--- src/rtl/mac_dot_sequencer.sv ---
// mac_dot_sequencer
//   Control stage in front of mac_unit_basic. Accepts a vector length on a
//   start pulse, streams (data, weight) pairs into the MAC with valid/ready
//   handshaking, clears the MAC accumulator on the first element, captures the
//   finished dot product from the MAC and offers it on a valid/ready port.
//
//   Optional build macro: MAC_SEQ_SKIP_ZERO_EN
//     When defined, non-first beats carrying a zero activation or zero weight
//     are consumed without enabling the MAC (same result, less toggling).
//
// Ports
//   clk, rst_n            clock (rising edge), asynchronous active-low reset
//   start, cfg_len, busy  job control: start pulse, element count, busy flag
//   in_valid/in_ready     operand stream handshake
//   in_data, in_weight    operand pair
//   mac_enable, mac_clear_accum, mac_data, mac_weight   drive to MAC
//   mac_accum             accumulator value from MAC
//   res_valid/res_ready   result handshake
//   res_data              captured dot product (two's complement)

module mac_dot_sequencer #(
  parameter int DATA_WIDTH   = 16,
  parameter int WEIGHT_WIDTH = 8,
  parameter int ACCUM_WIDTH  = 32,
  parameter int LEN_WIDTH    = 8
) (
  input  logic                           clk,
  input  logic                           rst_n,
  input  logic                           start,
  input  logic        [LEN_WIDTH-1:0]    cfg_len,
  output logic                           busy,
  input  logic                           in_valid,
  output logic                           in_ready,
  input  logic signed [DATA_WIDTH-1:0]   in_data,
  input  logic signed [WEIGHT_WIDTH-1:0] in_weight,
  output logic                           mac_enable,
  output logic                           mac_clear_accum,
  output logic signed [DATA_WIDTH-1:0]   mac_data,
  output logic signed [WEIGHT_WIDTH-1:0] mac_weight,
  input  logic signed [ACCUM_WIDTH-1:0]  mac_accum,
  output logic                           res_valid,
  input  logic                           res_ready,
  output logic signed [ACCUM_WIDTH-1:0]  res_data
);

  typedef enum logic [1:0] {
    IDLE  = 2'd0,
    RUN   = 2'd1,
    DRAIN = 2'd2,
    OUT   = 2'd3
  } state_t;

  localparam logic [LEN_WIDTH-1:0] LEN_ONE = LEN_WIDTH'(1);

  state_t               state;
  state_t               state_next;
  logic [LEN_WIDTH-1:0] len_q;
  logic [LEN_WIDTH-1:0] cnt;

  logic beat;
  logic first_beat;
  logic last_beat;
  logic skip_beat;

  assign beat       = (state == RUN) && in_valid;
  assign first_beat = (cnt == '0);
  assign last_beat  = (cnt == (len_q - LEN_ONE));

`ifdef MAC_SEQ_SKIP_ZERO_EN
  // Zero operands contribute nothing; the first beat must still fire to clear.
  assign skip_beat = !first_beat && ((in_data == '0) || (in_weight == '0));
`else
  assign skip_beat = 1'b0;
`endif

  // State register
  always_ff @(posedge clk or negedge rst_n) begin
    if (!rst_n) begin
      state <= IDLE;
    end else begin
      state <= state_next;
    end
  end

  // Next-state logic
  always_comb begin
    state_next = state;
    case (state)
      IDLE: begin
        if (start) begin
          state_next = (cfg_len == '0) ? OUT : RUN;
        end
      end
      RUN: begin
        if (beat && last_beat) begin
          state_next = DRAIN;
        end
      end
      DRAIN: begin
        state_next = OUT;
      end
      OUT: begin
        if (res_ready) begin
          state_next = IDLE;
        end
      end
      default: state_next = IDLE;
    endcase
  end

  // Output logic; operands are forced to zero whenever the MAC is idle
  always_comb begin
    busy            = (state != IDLE);
    in_ready        = 1'b0;
    mac_enable      = 1'b0;
    mac_clear_accum = 1'b0;
    mac_data        = '0;
    mac_weight      = '0;
    res_valid       = 1'b0;
    case (state)
      RUN: begin
        in_ready = 1'b1;
        if (beat && !skip_beat) begin
          mac_enable      = 1'b1;
          mac_clear_accum = first_beat;
          mac_data        = in_data;
          mac_weight      = in_weight;
        end
      end
      OUT: begin
        res_valid = 1'b1;
      end
      default: ;
    endcase
  end

  // Job bookkeeping and result capture; the MAC sum is final during DRAIN
  always_ff @(posedge clk or negedge rst_n) begin
    if (!rst_n) begin
      len_q    <= '0;
      cnt      <= '0;
      res_data <= '0;
    end else begin
      case (state)
        IDLE: begin
          if (start) begin
            len_q <= cfg_len;
            cnt   <= '0;
            if (cfg_len == '0) begin
              res_data <= '0;
            end
          end
        end
        RUN: begin
          if (beat) begin
            cnt <= cnt + LEN_ONE;
          end
        end
        DRAIN: begin
          res_data <= mac_accum;
        end
        default: ;
      endcase
    end
  end

endmodule

--- config.mk ---
export PLATFORM = sky130hd
export DESIGN_NAME = mac_dot_sequencer
export DESIGN_NICKNAME = d
export VERILOG_FILES = /design/src/rtl/mac_dot_sequencer.sv
export SDC_FILE = /design/constraint.sdc
export NUM_CORES = 1
export LEC_CHECK = 0
export ABC_AREA = 0
export BUFFER_PORTS_ARGS = -buffer_cell sky130_fd_sc_hd__buf_2
export CORE_MARGIN = 4
export CORE_UTILIZATION = 42
export DETAILED_ROUTE_END_ITERATION = 10
export PLACE_DENSITY = 0.88
export SETUP_SLACK_MARGIN = 0.02
export SLEW_MARGIN = 20
export SYNTH_ARGS = -nofsm -noshare
export SYNTH_HDL_FRONTEND = slang
export SYNTH_SLANG_ARGS = --single-unit
--- constraint.sdc ---
create_clock -name clk -period 1.9 [get_ports clk]
set_clock_uncertainty 0.2 [all_clocks]
set_input_delay 0.19 -clock clk [delete_from_list [all_inputs] [get_ports clk]]
set_output_delay 0.19 -clock clk [all_outputs]
set_load 0.005 [all_outputs]
==> flow_summary.json, run 1 <==
{
  "status": "complete, but fails checks",
  "violations": "setup timing",
  "ant_nets": 0,
  "gr-total-overflow": 0,
  "die_x_um": 87.5,
  "cts_max_level": 2,
  "core_area_sq_um": 6030,
  "setup_tns_ns": -0.428,
  "synth_common_cells": "50 x dfrtp_1, 42 x inv_1, 36 x nand3_1, 35 x o21ai_0, 27 x and3_1",
  "yosysWarnings": 0,
  "synth_async_sr_flop_share_pct": 100,
  "critPathMaxFanout": 2,
  "synth.top_cell.area_share_pct": 47.2,
  "place_area_sq_um": 3510,
  "peakVddDrop_uv": 815,
  "chipHeight_um": 87.5,
  "maxSlewViolCount": 0,
  "cts_sinks": 50,
  "regToRegEndpoint": "state[1]",
  "synth_area_sq_um": 2650,
  "min_path_cells": 3,
  "synthFlopType": "dfrtp_1",
  "post-route-drc-count": 0,
  "hp-start": "in_valid",
  "drt_pre_antenna_iters": 5,
  "syn-num-nets": 368,
  "hold_viol": 0,
  "drtIter0Drc": 177,
  "ys_ff_latch": 50,
  "via_per_inst": 5.24,
  "power_leakage_nw": 2.34,
  "cts_tree": "done",
  "grt_max_degree": 65,
  "endpoint_kind": "register",
  "synth.distinct_cells": 35,
  "synth_edf_count": 0,
  "max_slew.worst_pin.slew_ns": 0.523,
  "worstSkewPairLatency_ns": 0.30,
  "crit_chain": "or4_4 -> a2111oi_4 -> or3_1 -> a41o_2 -> mux2i_1",
  "finalNetCount": 562,
  "dp_slack_ns": -0.131,
  "drive_above_1_share_pct": 42.9,
  "critical_path_arrival_ns": 2.07,
  "synth_area_leaders": "dfrtp_1 47%, nand3_1 6.8%, o21ai_0 6.6%",
  "rr_startpoint": "len_q[1]",
  "reg2reg_slack_ns": -0.15,
  "cts_max_path_buffers": 2,
  "syn_to_final_growth_pct": 67.3,
  "wl_mm": 9.65,
  "p_per_area_nw_per_um2": 1320,
  "setup_viol": 4,
  "gp_congestion": 0.888,
  "final_util_pct": 73.6,
  "synth.largest_area_cell": "dfrtp_1",
  "post-synth-top-count-cell": "dfrtp_1",
  "grt_pass1_vias": 2827,
  "reg2reg_depth": 5,
  "cts-root-buf": "clkbuf_8",
  "avgSynthCellArea_sq_um": 9.08,
  "portBuffers": 129,
  "cp-start-kind": "register",
  "hp-class": "input pin to register",
  "design.portCount": 130,
  "final_cells": 562,
  "grtUsageTotal_pct": 21.6,
  "antenna_found_initial": 0,
  "fin_area_sq_um": 4440,
  "crit_type": "register to register",
  "clk_pin_slew_ns": 0.10,
  "fmax_mhz": 489,
  "slowest_delay_ns": 0.55,
  "hold_end": "cnt[1]",
  "hpwlAfterDp_mm": 5.44,
  "die_area_sq_um": 7650,
  "slowest_stage": "or4_4",
  "start_util_pct": 44.0,
  "num_rows": 28,
  "numCtsBuffers": 5,
  "wl_per_cell_um": 17.2,
  "max_slew_margin_pct": 65.1,
  "dp_cells": 498,
  "worst_slack_ns": -0.146,
  "drv_cap": 0,
  "vias": 2947,
  "final.period_utilization_pct": 108,
  "rsz0062_at_grt": "true",
  "period_needed_ns": 2.05,
  "syn_inst": 292,
  "synth-seq-area-share_pct": 47.2,
  "cp.required_ns": 1.92,
  "diodes": 0,
  "grt_pass1_wl_mm": 13.1
}
==> worst max path at each step <==
stage             start               to  depth (start not counted)
6_report       len_q[1]         state[1]                          5
5_1_grt          cnt[0]  mac_clear_accum                          6
4_1_cts        len_q[1]         state[1]                          8
3_5_place_dp   len_q[1]         state[1]                          5
2_1_floorplan  len_q[0]         state[0]                          5
3_3_place_gp   len_q[1]         state[0]                          5
==> stage by stage <==
step	power (mW)	hold WS (ns)
6_report	5.87	0.146
5_1_grt	6.25	0.157
3_5_place_dp	4.05	-0.00503
4_1_cts	5.20	0.139
2_1_floorplan	3.05	-0.306
3_3_place_gp	3.94	-0.0239
==> layout make-up <==
class,instances,area [sq um]
Clock buffer,5,68.8
Clock inverter,3,68.8
Fill cell,417,1590
Inverter,42,158
Multi-Input combinational cell,182,1360
Sequential cell,50,1250
Tap cell,75,93.8
Timing Repair Buffer,205,1440
==> logic make-up after synthesis <==
family          count (synthesis)  share of synthesized area, %
buf+inv                        60                          8.59
mux                            11                          4.53
simple gates                  103                          21.1
compound gates                 47                          10.7
flops                          50                          47.2
fa+ha+maj                       7                          3.30
xor+xnor                       14                          4.62
==> state kept, by name (all words and copies together), names as in the netlist <==
name	flops
cnt	8
res_data	32
state	2
len_q	8
==> layer usage <==
metal | global-route usage, % | wire [um]
met2 | 40.8 | 5300
met3 | 4.45 | 651
met1 | 24.3 | 3470
met5 | 0 | 0
met4 | 5.58 | 224
==> placed cells by master (no fill, tap or decap), types with 4 or more instances in the layout <==
master / instances
clkbuf_8: 5
buf_6: 5
nor2_1: 12
nand2b_1: 4
mux2_2: 8
buf_2: 127
xor2_1: 6
inv_2: 4
xnor2_1: 8
buf_4: 26
nand2_1: 4
ha_4: 4
o21ai_1: 7
and3_1: 27
dlygate4sd3_1: 39
o21ai_0: 26
inv_1: 38
nand3_1: 35
dfrtp_1: 50
==> where the power goes <==
group	total, mW	internal (mW)	switching (mW)
logic	3.23	1.63	1.60
clock network	0.898	0.528	0.370
registers	1.75	1.47	0.276
==> worst max-delay path: cells and delay by family, from the launching register on <==
| family | cells | cell delay, ns |
|---|---|---|
| DFF | 1 | 0.41 |
| AOI/OAI and AO/OA | 2 | 0.45 |
| and+or+nand+nor | 2 | 0.72 |
| muxes | 1 | 0.19 |
==> what timing repair did <==
action                                  in CTS  in global routing
setup buffers                                6                  7
endpoints found under the hold margin       60                  0
resized for setup                            9                 41
pin swaps                                    4                 13
gates cloned                                 0                  5
hold buffers                                41                  0
endpoints found under the setup margin      30                 61
Note: power is estimated with default switching activity, not from simulation.
==> inputs of run 2 (changes only) <==
--- a/config.mk
+++ b/config.mk
@@ -10,6 +10,8 @@
 export CORE_MARGIN = 4
 export CORE_UTILIZATION = 42
 export DETAILED_ROUTE_END_ITERATION = 10
+export GPL_ROUTABILITY_DRIVEN = 0
+export MAX_ROUTING_LAYER = met4
 export PLACE_DENSITY = 0.88
 export SETUP_SLACK_MARGIN = 0.02
 export SLEW_MARGIN = 20
==> flow_summary.json, run 2 (synthesis results as in run 1) <==
{
  "crit_chain": "or4_4 -> a2111oi_4 -> or3_1 -> a41o_2 -> mux2i_1",
  "max_slew_margin_pct": 65.2,
  "period_needed_ns": 2.05,
  "via_per_inst": 5.22,
  "p_int_mw": 3.63,
  "core_area_sq_um": 6030,
  "grtUsageTotal_pct": 22.2,
  "status": "complete, but fails checks",
  "cts_max_level": 2,
  "endpoint_kind": "register",
  "worstSkewPairLatency_ns": 0.30,
  "grt_pass1_vias": 2829,
  "cp.required_ns": 1.93,
  "cts_sinks": 50,
  "final.period_utilization_pct": 108,
  "place_area_sq_um": 3510,
  "start_util_pct": 44.0,
  "vias": 2932,
  "antenna_found_initial": 0,
  "cp-start-kind": "register",
  "portBuffers": 129,
  "hp-class": "input pin to register",
  "chipHeight_um": 87.5,
  "grt_pass1_wl_mm": 13.1,
  "reg_top3": "res_data: 32 flops, cnt: 8 flops, len_q: 8 flops",
  "reg2reg_depth": 5,
  "max_slew.worst_pin.slew_ns": 0.522,
  "clkPwrFrac_pct": 15.5,
  "seqPwrFrac_pct": 29.7,
  "fmax_mhz": 487,
  "largest_register_ffs": 32,
  "diodes": 0,
  "cp.depth": 5,
  "final_common_cell": "buf_2",
  "p_per_area_nw_per_um2": 1330,
  "layout_common_cells": "127 x buf_2, 50 x dfrtp_1, 39 x dlygate4sd3_1",
  "setup_viol": 4,
  "peakVddDrop_uv": 832,
  "cts_max_path_buffers": 2,
  "cts_tree": "done",
  "syn_to_final_growth_pct": 67.3,
  "ant_nets": 0,
  "wl_per_cell_um": 17.3,
  "maxSlewViolCount": 0,
  "critical_path_arrival_ns": 2.08,
  "hold_viol": 0,
  "crit_type": "register to register",
  "worst_slack_ns": -0.153,
  "hpwlAfterDp_mm": 5.44,
  "fill_cells": 417,
  "power_leakage_nw": 2.34,
  "wl_mm": 9.72,
  "critPathMaxFanout": 2,
  "critical-path-top-delay-family": "simple AND/OR/NAND/NOR gates",
  "p_sw_mw": 2.27,
  "clk_pin_slew_ns": 0.10,
  "violations": "setup timing",
  "gr-total-overflow": 0,
  "comb_power_share_pct": 54.9,
  "design.portCount": 130,
  "num_rows": 28,
  "regMostFlops": "res_data",
  "critPathBufInv": 0,
  "die_area_sq_um": 7650,
  "numCtsBuffers": 5,
  "dp_slack_ns": -0.131,
  "drv_cap": 0,
  "die_x_um": 87.5,
  "slowest_stage": "or4_4",
  "drtIter0Drc": 225,
  "netSwitchingFraction_pct": 38.5,
  "min_path_cells": 3,
  "p_total_mw": 5.89,
  "grt_max_degree": 65,
  "cts-root-buf": "clkbuf_8",
  "fin_area_sq_um": 4440,
  "rsz0062_at_grt": "true",
  "drt_pre_antenna_iters": 4,
  "post-route-drc-count": 0,
  "drive_above_1_share_pct": 42.9,
  "slowest_delay_ns": 0.55,
  "finalNetCount": 562
}
## run 2: metrics by stage
stage,hold slack [ns],TNS (ns),utilization [%],cells
2_1_floorplan,-0.306,-0.00374,-,292
3_3_place_gp,-0.0239,-0.118,58.2,498
3_5_place_dp,-0.00503,-0.354,58.2,498
4_1_cts,0.139,-0.194,68.8,553
5_1_grt,0.157,-1.45,73.6,562
6_report,0.137,-0.437,73.6,562
## run 2: tightest hold or removal path: cells and delay by family
kind	cells	cell delay, ns
AOI/OAI and AO/OA	2	0.27
buffers and inverters	1	0.15
## run 2: final cells by class
cell class / count / area, sq um / area share [%]
Tap cell: 75 / 93.8 / 2.12
Multi-Input combinational cell: 182 / 1360 / 30.6
Timing Repair Buffer: 205 / 1440 / 32.4
Sequential cell: 50 / 1250 / 28.2
Inverter: 42 / 158 / 3.55
Clock inverter: 3 / 68.8 / 1.55
Clock buffer: 5 / 68.8 / 1.55
## run 2: what timing repair did
action,4_1_cts,5_1_grt
endpoints found under the setup margin,30,61
buffers inserted,6,7
pin swaps,4,13
gates resized for setup,9,43
endpoints found under the hold margin,60,0
hold buffers,41,0
cloned,0,5
## run 2: worst paths after layout
check,startpoint,end,slack (ns)
worst min-delay path,in_valid,cnt[1],0.14
worst max register to register,len_q[1],state[1],-0.15
worst min register to register,res_data[17],res_data[17],0.32
worst max-delay path,len_q[1],state[1],-0.15
min in group asynchronous,rst_n,res_data[5],0.19
max in group asynchronous,rst_n,len_q[0],0.78
## run 2: layer usage
metal | vias to the layer above | GRT usage (%) | share of wire [%] | routed length [um]
met5 | - | - | 0 | 0
met1 | 1410 | 24.7 | 37 | 3550
li1 | 1379 | - | - | -
met3 | 26 | 3.97 | 5.6 | 546
met2 | 117 | 40.5 | 55 | 5380
met4 | 0 | 5.58 | 2.5 | 242
## run 2: power groups by stage
stage	combinational, mW	clock, mW	sequential [mW]
finish	3.23	0.912	1.75
global route	3.51	0.951	1.80
detailed placement	2.30	0	1.75
floorplan	1.27	0	1.78
CTS	2.57	0.905	1.72
global placement	2.20	0	1.74
